[src/rtl/fifo_serial_out.sv]
// fifo_serial_out
//   Output stage for the divider result path. Result words (data plus sign)
//   are buffered in a small synchronous FIFO. Each word is then sent as
//   SER_W-bit beats on a valid/ready channel, in the beat order set by
//   MSB_FIRST. When the last beat of one word is accepted, the next queued
//   word loads in the same cycle, so consecutive words leave with no gap.
//
// Ports
//   clk         rising-edge clock, the only clock
//   rst         synchronous active-high reset; discards any partly sent word
//   in_valid    input word valid
//   in_ready    FIFO can accept a word (low only while the FIFO is full)
//   in_data     word data, DATA_W bits
//   in_sign     word sign bit
//   out_valid   out_data holds a valid beat
//   out_ready   downstream accepts the current beat
//   out_data    current beat, SER_W bits
//   out_sign    sign of the word being sent; held for all of its beats
//   out_first   current beat is beat 0 of its word
//   out_last    current beat is the final beat of its word
//   fifo_count  words waiting in the FIFO; the word in the shifter is not counted
//
// Serialiser states
//   state  | meaning
//   S_IDLE | shifter empty; loads the FIFO head as soon as one is queued
//   S_SEND | shifter holds a word; out_valid is high and beats leave on out_ready

module fifo_serial_out #(
  parameter int DATA_W    = 64,
  parameter int SER_W     = 8,
  parameter int DEPTH     = 4,
  parameter int LOG_DEPTH = 2,
  parameter int MSB_FIRST = 1
) (
  input  logic                 clk,
  input  logic                 rst,
  input  logic                 in_valid,
  output logic                 in_ready,
  input  logic [DATA_W-1:0]    in_data,
  input  logic                 in_sign,
  output logic                 out_valid,
  input  logic                 out_ready,
  output logic [SER_W-1:0]     out_data,
  output logic                 out_sign,
  output logic                 out_first,
  output logic                 out_last,
  output logic [LOG_DEPTH:0]   fifo_count
);

  localparam int NBEATS = DATA_W / SER_W;
  localparam int CNT_W  = (NBEATS > 1) ? $clog2(NBEATS) : 1;
  localparam logic [CNT_W-1:0]   LAST_BEAT = CNT_W'(NBEATS - 1);
  localparam logic [LOG_DEPTH:0] FULL_CNT  = (LOG_DEPTH + 1)'(DEPTH);

  typedef enum logic {
    S_IDLE = 1'b0,
    S_SEND = 1'b1
  } state_t;

  state_t state;
  state_t state_nxt;

  // each FIFO entry is {sign, data}
  logic [DATA_W:0]      mem [DEPTH];
  logic [LOG_DEPTH-1:0] wr_ptr;
  logic [LOG_DEPTH-1:0] rd_ptr;

  logic [DATA_W-1:0]    ser;
  logic                 ser_sign;
  logic [CNT_W-1:0]     beat_cnt;

  logic wr_en;
  logic pop;
  logic fifo_nonempty;
  logic beat_last;
  logic beat_take;

  // in_ready comes from the count register only. A pop in the same cycle
  // does not reopen it, so there is no path from out_ready to in_ready.
  assign in_ready      = (fifo_count != FULL_CNT);
  assign wr_en         = in_valid && in_ready;
  assign fifo_nonempty = (fifo_count != '0);
  assign beat_last     = (beat_cnt == LAST_BEAT);
  assign beat_take     = (state == S_SEND) && out_ready;

  // Load the shifter when it is empty, or when its last beat is accepted,
  // so back-to-back words leave without a gap.
  assign pop = fifo_nonempty && ((state == S_IDLE) || (beat_take && beat_last));

  // ---------------------------------------------------------------------------
  // FIFO storage and pointers
  // ---------------------------------------------------------------------------
  always_ff @(posedge clk) begin
    if (wr_en) begin
      mem[wr_ptr] <= {in_sign, in_data};
    end
  end

  always_ff @(posedge clk) begin
    if (rst) begin
      wr_ptr     <= '0;
      rd_ptr     <= '0;
      fifo_count <= '0;
    end else begin
      if (wr_en) begin
        wr_ptr <= wr_ptr + LOG_DEPTH'(1);
      end
      if (pop) begin
        rd_ptr <= rd_ptr + LOG_DEPTH'(1);
      end
      case ({wr_en, pop})
        2'b10:   fifo_count <= fifo_count + (LOG_DEPTH + 1)'(1);
        2'b01:   fifo_count <= fifo_count - (LOG_DEPTH + 1)'(1);
        default: fifo_count <= fifo_count;
      endcase
    end
  end

  // ---------------------------------------------------------------------------
  // Shifter, sign register and beat counter
  // ---------------------------------------------------------------------------
  always_ff @(posedge clk) begin
    if (rst) begin
      ser      <= '0;
      ser_sign <= 1'b0;
      beat_cnt <= '0;
    end else if (pop) begin
      ser      <= mem[rd_ptr][DATA_W-1:0];
      ser_sign <= mem[rd_ptr][DATA_W];
      beat_cnt <= '0;
    end else if (beat_take && !beat_last) begin
      // move the next beat toward the end out_data is taken from
      if (MSB_FIRST != 0) begin
        ser <= ser << SER_W;
      end else begin
        ser <= ser >> SER_W;
      end
      beat_cnt <= beat_cnt + CNT_W'(1);
    end
  end

  // ---------------------------------------------------------------------------
  // Serialiser FSM: state register
  // ---------------------------------------------------------------------------
  always_ff @(posedge clk) begin
    if (rst) begin
      state <= S_IDLE;
    end else begin
      state <= state_nxt;
    end
  end

  // ---------------------------------------------------------------------------
  // Serialiser FSM: next state
  // ---------------------------------------------------------------------------
  always_comb begin
    state_nxt = state;
    case (state)
      S_IDLE: begin
        if (fifo_nonempty) begin
          state_nxt = S_SEND;
        end
      end
      S_SEND: begin
        if (beat_take && beat_last && !fifo_nonempty) begin
          state_nxt = S_IDLE;
        end
      end
      default: state_nxt = S_IDLE;
    endcase
  end

  // ---------------------------------------------------------------------------
  // Serialiser FSM: outputs
  // Every output is forced to zero outside S_SEND, which gives the all-zero
  // output state after reset. During a stall nothing here changes, because
  // the shifter and the counter only move on an accepted beat.
  // ---------------------------------------------------------------------------
  always_comb begin
    out_valid = 1'b0;
    out_data  = '0;
    out_sign  = 1'b0;
    out_first = 1'b0;
    out_last  = 1'b0;
    if (state == S_SEND) begin
      out_valid = 1'b1;
      if (MSB_FIRST != 0) begin
        out_data = ser[DATA_W-1 -: SER_W];
      end else begin
        out_data = ser[SER_W-1:0];
      end
      out_sign  = ser_sign;
      out_first = (beat_cnt == '0);
      out_last  = beat_last;
    end
  end

endmodule
[config.mk]
export PLATFORM = sky130hd
export DESIGN_NAME = fifo_serial_out
export DESIGN_NICKNAME = d
export VERILOG_FILES = /design/src/rtl/fifo_serial_out.sv
export SDC_FILE = /design/constraint.sdc
export NUM_CORES = 1
export LEC_CHECK = 0
export CAP_MARGIN = 10
export CORE_AREA = 2 2 164 166
export DETAILED_ROUTE_END_ITERATION = 10
export DIE_AREA = 0 0 166 168
export PLACE_DENSITY_LB_ADDON = 0.1
export SYNTH_ARGS = -nofsm -noshare
export SYNTH_HDL_FRONTEND = slang
export SYNTH_SLANG_ARGS = --single-unit
[constraint.sdc]
create_clock -name clk -period 2.87 [get_ports clk]
set_input_delay 0.287 -clock clk [delete_from_list [all_inputs] [get_ports clk]]
set_output_delay 0.287 -clock clk [all_outputs]
set_load 0.01 [all_outputs]
==> impl_results.md <==
* Hold Vio Cnt, Final at 0
* Top cells by count, synth: edfxtp_1, dfxtp_1, mux4_2, mux2i_1, o2bb2ai_1
* Final worst-path cycle share at 81.32%
* Antenna-violating nets left at 0
* Gate Count Post-Synth at roughly 650
* Mean post-synth cell area at 19.82 sq um
* Place WS at 516.3 ps
* I/O pin cnt at 85
* Status: finished, final reports clean
* Skew-Pair Late Insertion Delay at 500 ps
* Vias at 6418
* Worst ir drop on vdd at 0.5814 mV
* Port Buf Inserts at 84
* Hold WS at 411.2 ps
* Vias in the first global route at 6768
* Power Total at 0.01447 W
* Routed wire length at 24.94 mm
* Largest net degree at the start of global routing at 66
* H-tree depth at 2
* Drt drc at 0
* Worst R2R Setup Slack at 540 ps
* DR WL/cell at 22.27 um
* Final WS setup at 536.1 ps
* Final nets at 831
* Count of pins over their slew limit at 0
* Relative slew slack at just over 60%
* Clock slew seen by the registers of the worst setup and hold paths at 60 ps
* Initial antenna violation count at 1
* Post-synth EDFFs at 260
* Synth top area cells: edfxtp_1, dfxtp_1, mux4_2, mux2i_1, o2bb2ai_1
* Hold_buf cts at 0
* Library cells used by synthesis at 43
* CTS tree: yes
* GRT Residual Overflow at 0
* Area grow syn2layout at 18.21%
* Chip width at 166 um
* PD cells at 947.4 mW/mm^2
* Post-CTS Resized at 0
* Fmax at 428.5 MHz
* Worst setup EP type: register
* Clk root buf: clkbuf_16
* Synthesized area at around 0.013 sq mm
* Core region area at 0.02635 sq mm
* DIE AREA at 0.02789 sq mm
* DR vias/cell at 5.730
* TritonCTS Sinks at 338
* CP Launch Type: register
* Syn. warnings at 0
* Syn_nets at 730
* Final Setup Violations at 0
* Core Rows at 60
* Height of the die at 168 um
* Largest fanout on the critical path at 5
* Arr. time, crit path at 2760 ps
* Violation count after the first detailed-route iteration at 399
* RePlAce Congestion at 0.7351
* Initial Utilization at between 40% and 50%
* First-pass GRT wire length at 38.94 mm
* Worst Clk Skew at 18.04 ps
* Hpwl dp at about 15 mm
* Synth Flop Type: edfxtp_1
* Leakage power at 5.175 nW
* Setup_tns at 0 ps
* Cell taking the most area after synthesis: edfxtp_1
* Fin crit period at 2334 ps
* RSZ-0062 raised after global routing: no
* Register bit total from synthesis at 338
* Synth top area share at 60.43%
* Worst-Margin Slew at ~600 ps
* # diodes at 0
* Seq/Total Area, Yosys at approximately 73%
* Max clock buf depth at 3
* Postcts setup bufs at 0
* Post-synth ARST share at 0%
* CTS buffer count at 35
* Critical Path RT at about 3300 ps
* Most numerous cell in the Yosys netlist: edfxtp_1
* GRT Util Overall at 18.18%
* Initial DRT Pass Iterations at 5
* Share of cells above drive strength 1 at 20.54%
* Worst min-delay path class: input port to register
* Crit path kind: register to register
* Max-capacitance violation count at 0
[cell type report]
cell class	instances	area [sq um]
Timing Repair Buffer	104	1079
Fill cell	1955	11080
Sequential cell	338	9374
Multi-Input combinational cell	268	3233
Clock inverter	3	13.76
Tap cell	341	426.7
Inverter	6	22.52
Clock buffer	60	1124
[worst paths after layout]
path                                   from       endpoint  cells after the start
worst min-delay path            in_data[29]     mem[3][29]                      1
worst min register to register     ser_sign       ser_sign                      2
worst max register to register  beat_cnt[0]  fifo_count[2]                      9
worst max-delay path            beat_cnt[0]  fifo_count[2]                      9
[routing by layer]
layer | track usage (%) | part of all wire, % | routed length (um)
met5 | 0 | 0.044 | 11
met4 | 5.633 | 2.5 | 612
met3 | 3.150 | 4.9 | 1220
met2 | 29.59 | 48 | 12060
met1 | 25.42 | 44 | 11040
[report_power, final]
part	switching (W)	leakage, nW	internal [W]	total [W]
Combinational	0.00166	1.59	0.00167	0.00333
Sequential	0.000590	3.03	0.00616	0.00675
Clock	0.00173	0.558	0.00265	0.00438
Total	0.00398	5.18	0.0105	0.0145
[sequential cells by signal (all words and copies together), names as in the netlist, named ones only]
signal / cells
rd_ptr: 2
ser_sign: 1
fifo_count: 3
ser: 64
beat_cnt: 3
wr_ptr: 2
state: 1
mem: 260
[metrics by stage]
step | instance area, sq um | std cells | utilization [%]
after floorplan | 12920 | 652 | -
after global placement | 14130 | 1057 | 53.64
after detailed placement | 14130 | 1057 | 53.64
after CTS | 15270 | 1120 | 57.96
after global routing | 15270 | 1120 | 57.96
final | 15270 | 1120 | 57.96
[layout by cell type (no fill, tap or decap), types with 3 or more instances in the layout]
| cell type | instances |
|---|---|
| mux4_2 | 65 |
| ha_1 | 8 |
| o21ai_0 | 3 |
| nand2_1 | 6 |
| buf_12 | 7 |
| inv_1 | 5 |
| nor2_1 | 7 |
| buf_4 | 13 |
| or3_1 | 3 |
| dfxtp_1 | 76 |
| mux2i_1 | 53 |
| o2bb2ai_2 | 11 |
| and2_1 | 10 |
| clkbuf_1 | 13 |
| clkdlybuf4s50_1 | 84 |
| nand3_1 | 11 |
| clkbuf_16 | 38 |
| a21oi_1 | 9 |
| and3_2 | 4 |
| edfxtp_1 | 260 |
| clkbuf_8 | 9 |
| o2bb2ai_1 | 49 |
[cells by family (layout without fill, tap and decap cells)]
kind of cell    after synthesis  count (layout)  share of synthesized area, %
simple gates                 51              51                         2.247
mux                         118             118                         15.44
fa+ha+maj                     9               9                        0.9297
flops                       338             338                         72.52
compound gates               87              87                         6.169
xor+xnor                      3               3                        0.2034
buf+inv                      46             173                         2.498
[worst max-delay path: stages, from the launching register on]
cell and delay [ps]:
dfxtp_1 330, ha_1 200, ha_1 250, a21boi_4 190
nor2_2 50, ha_1 220, fa_1 410, xnor2_1 150
or3_1 310, a21oi_1 150
No activity file was read; power rests on OpenSTA's default activity.
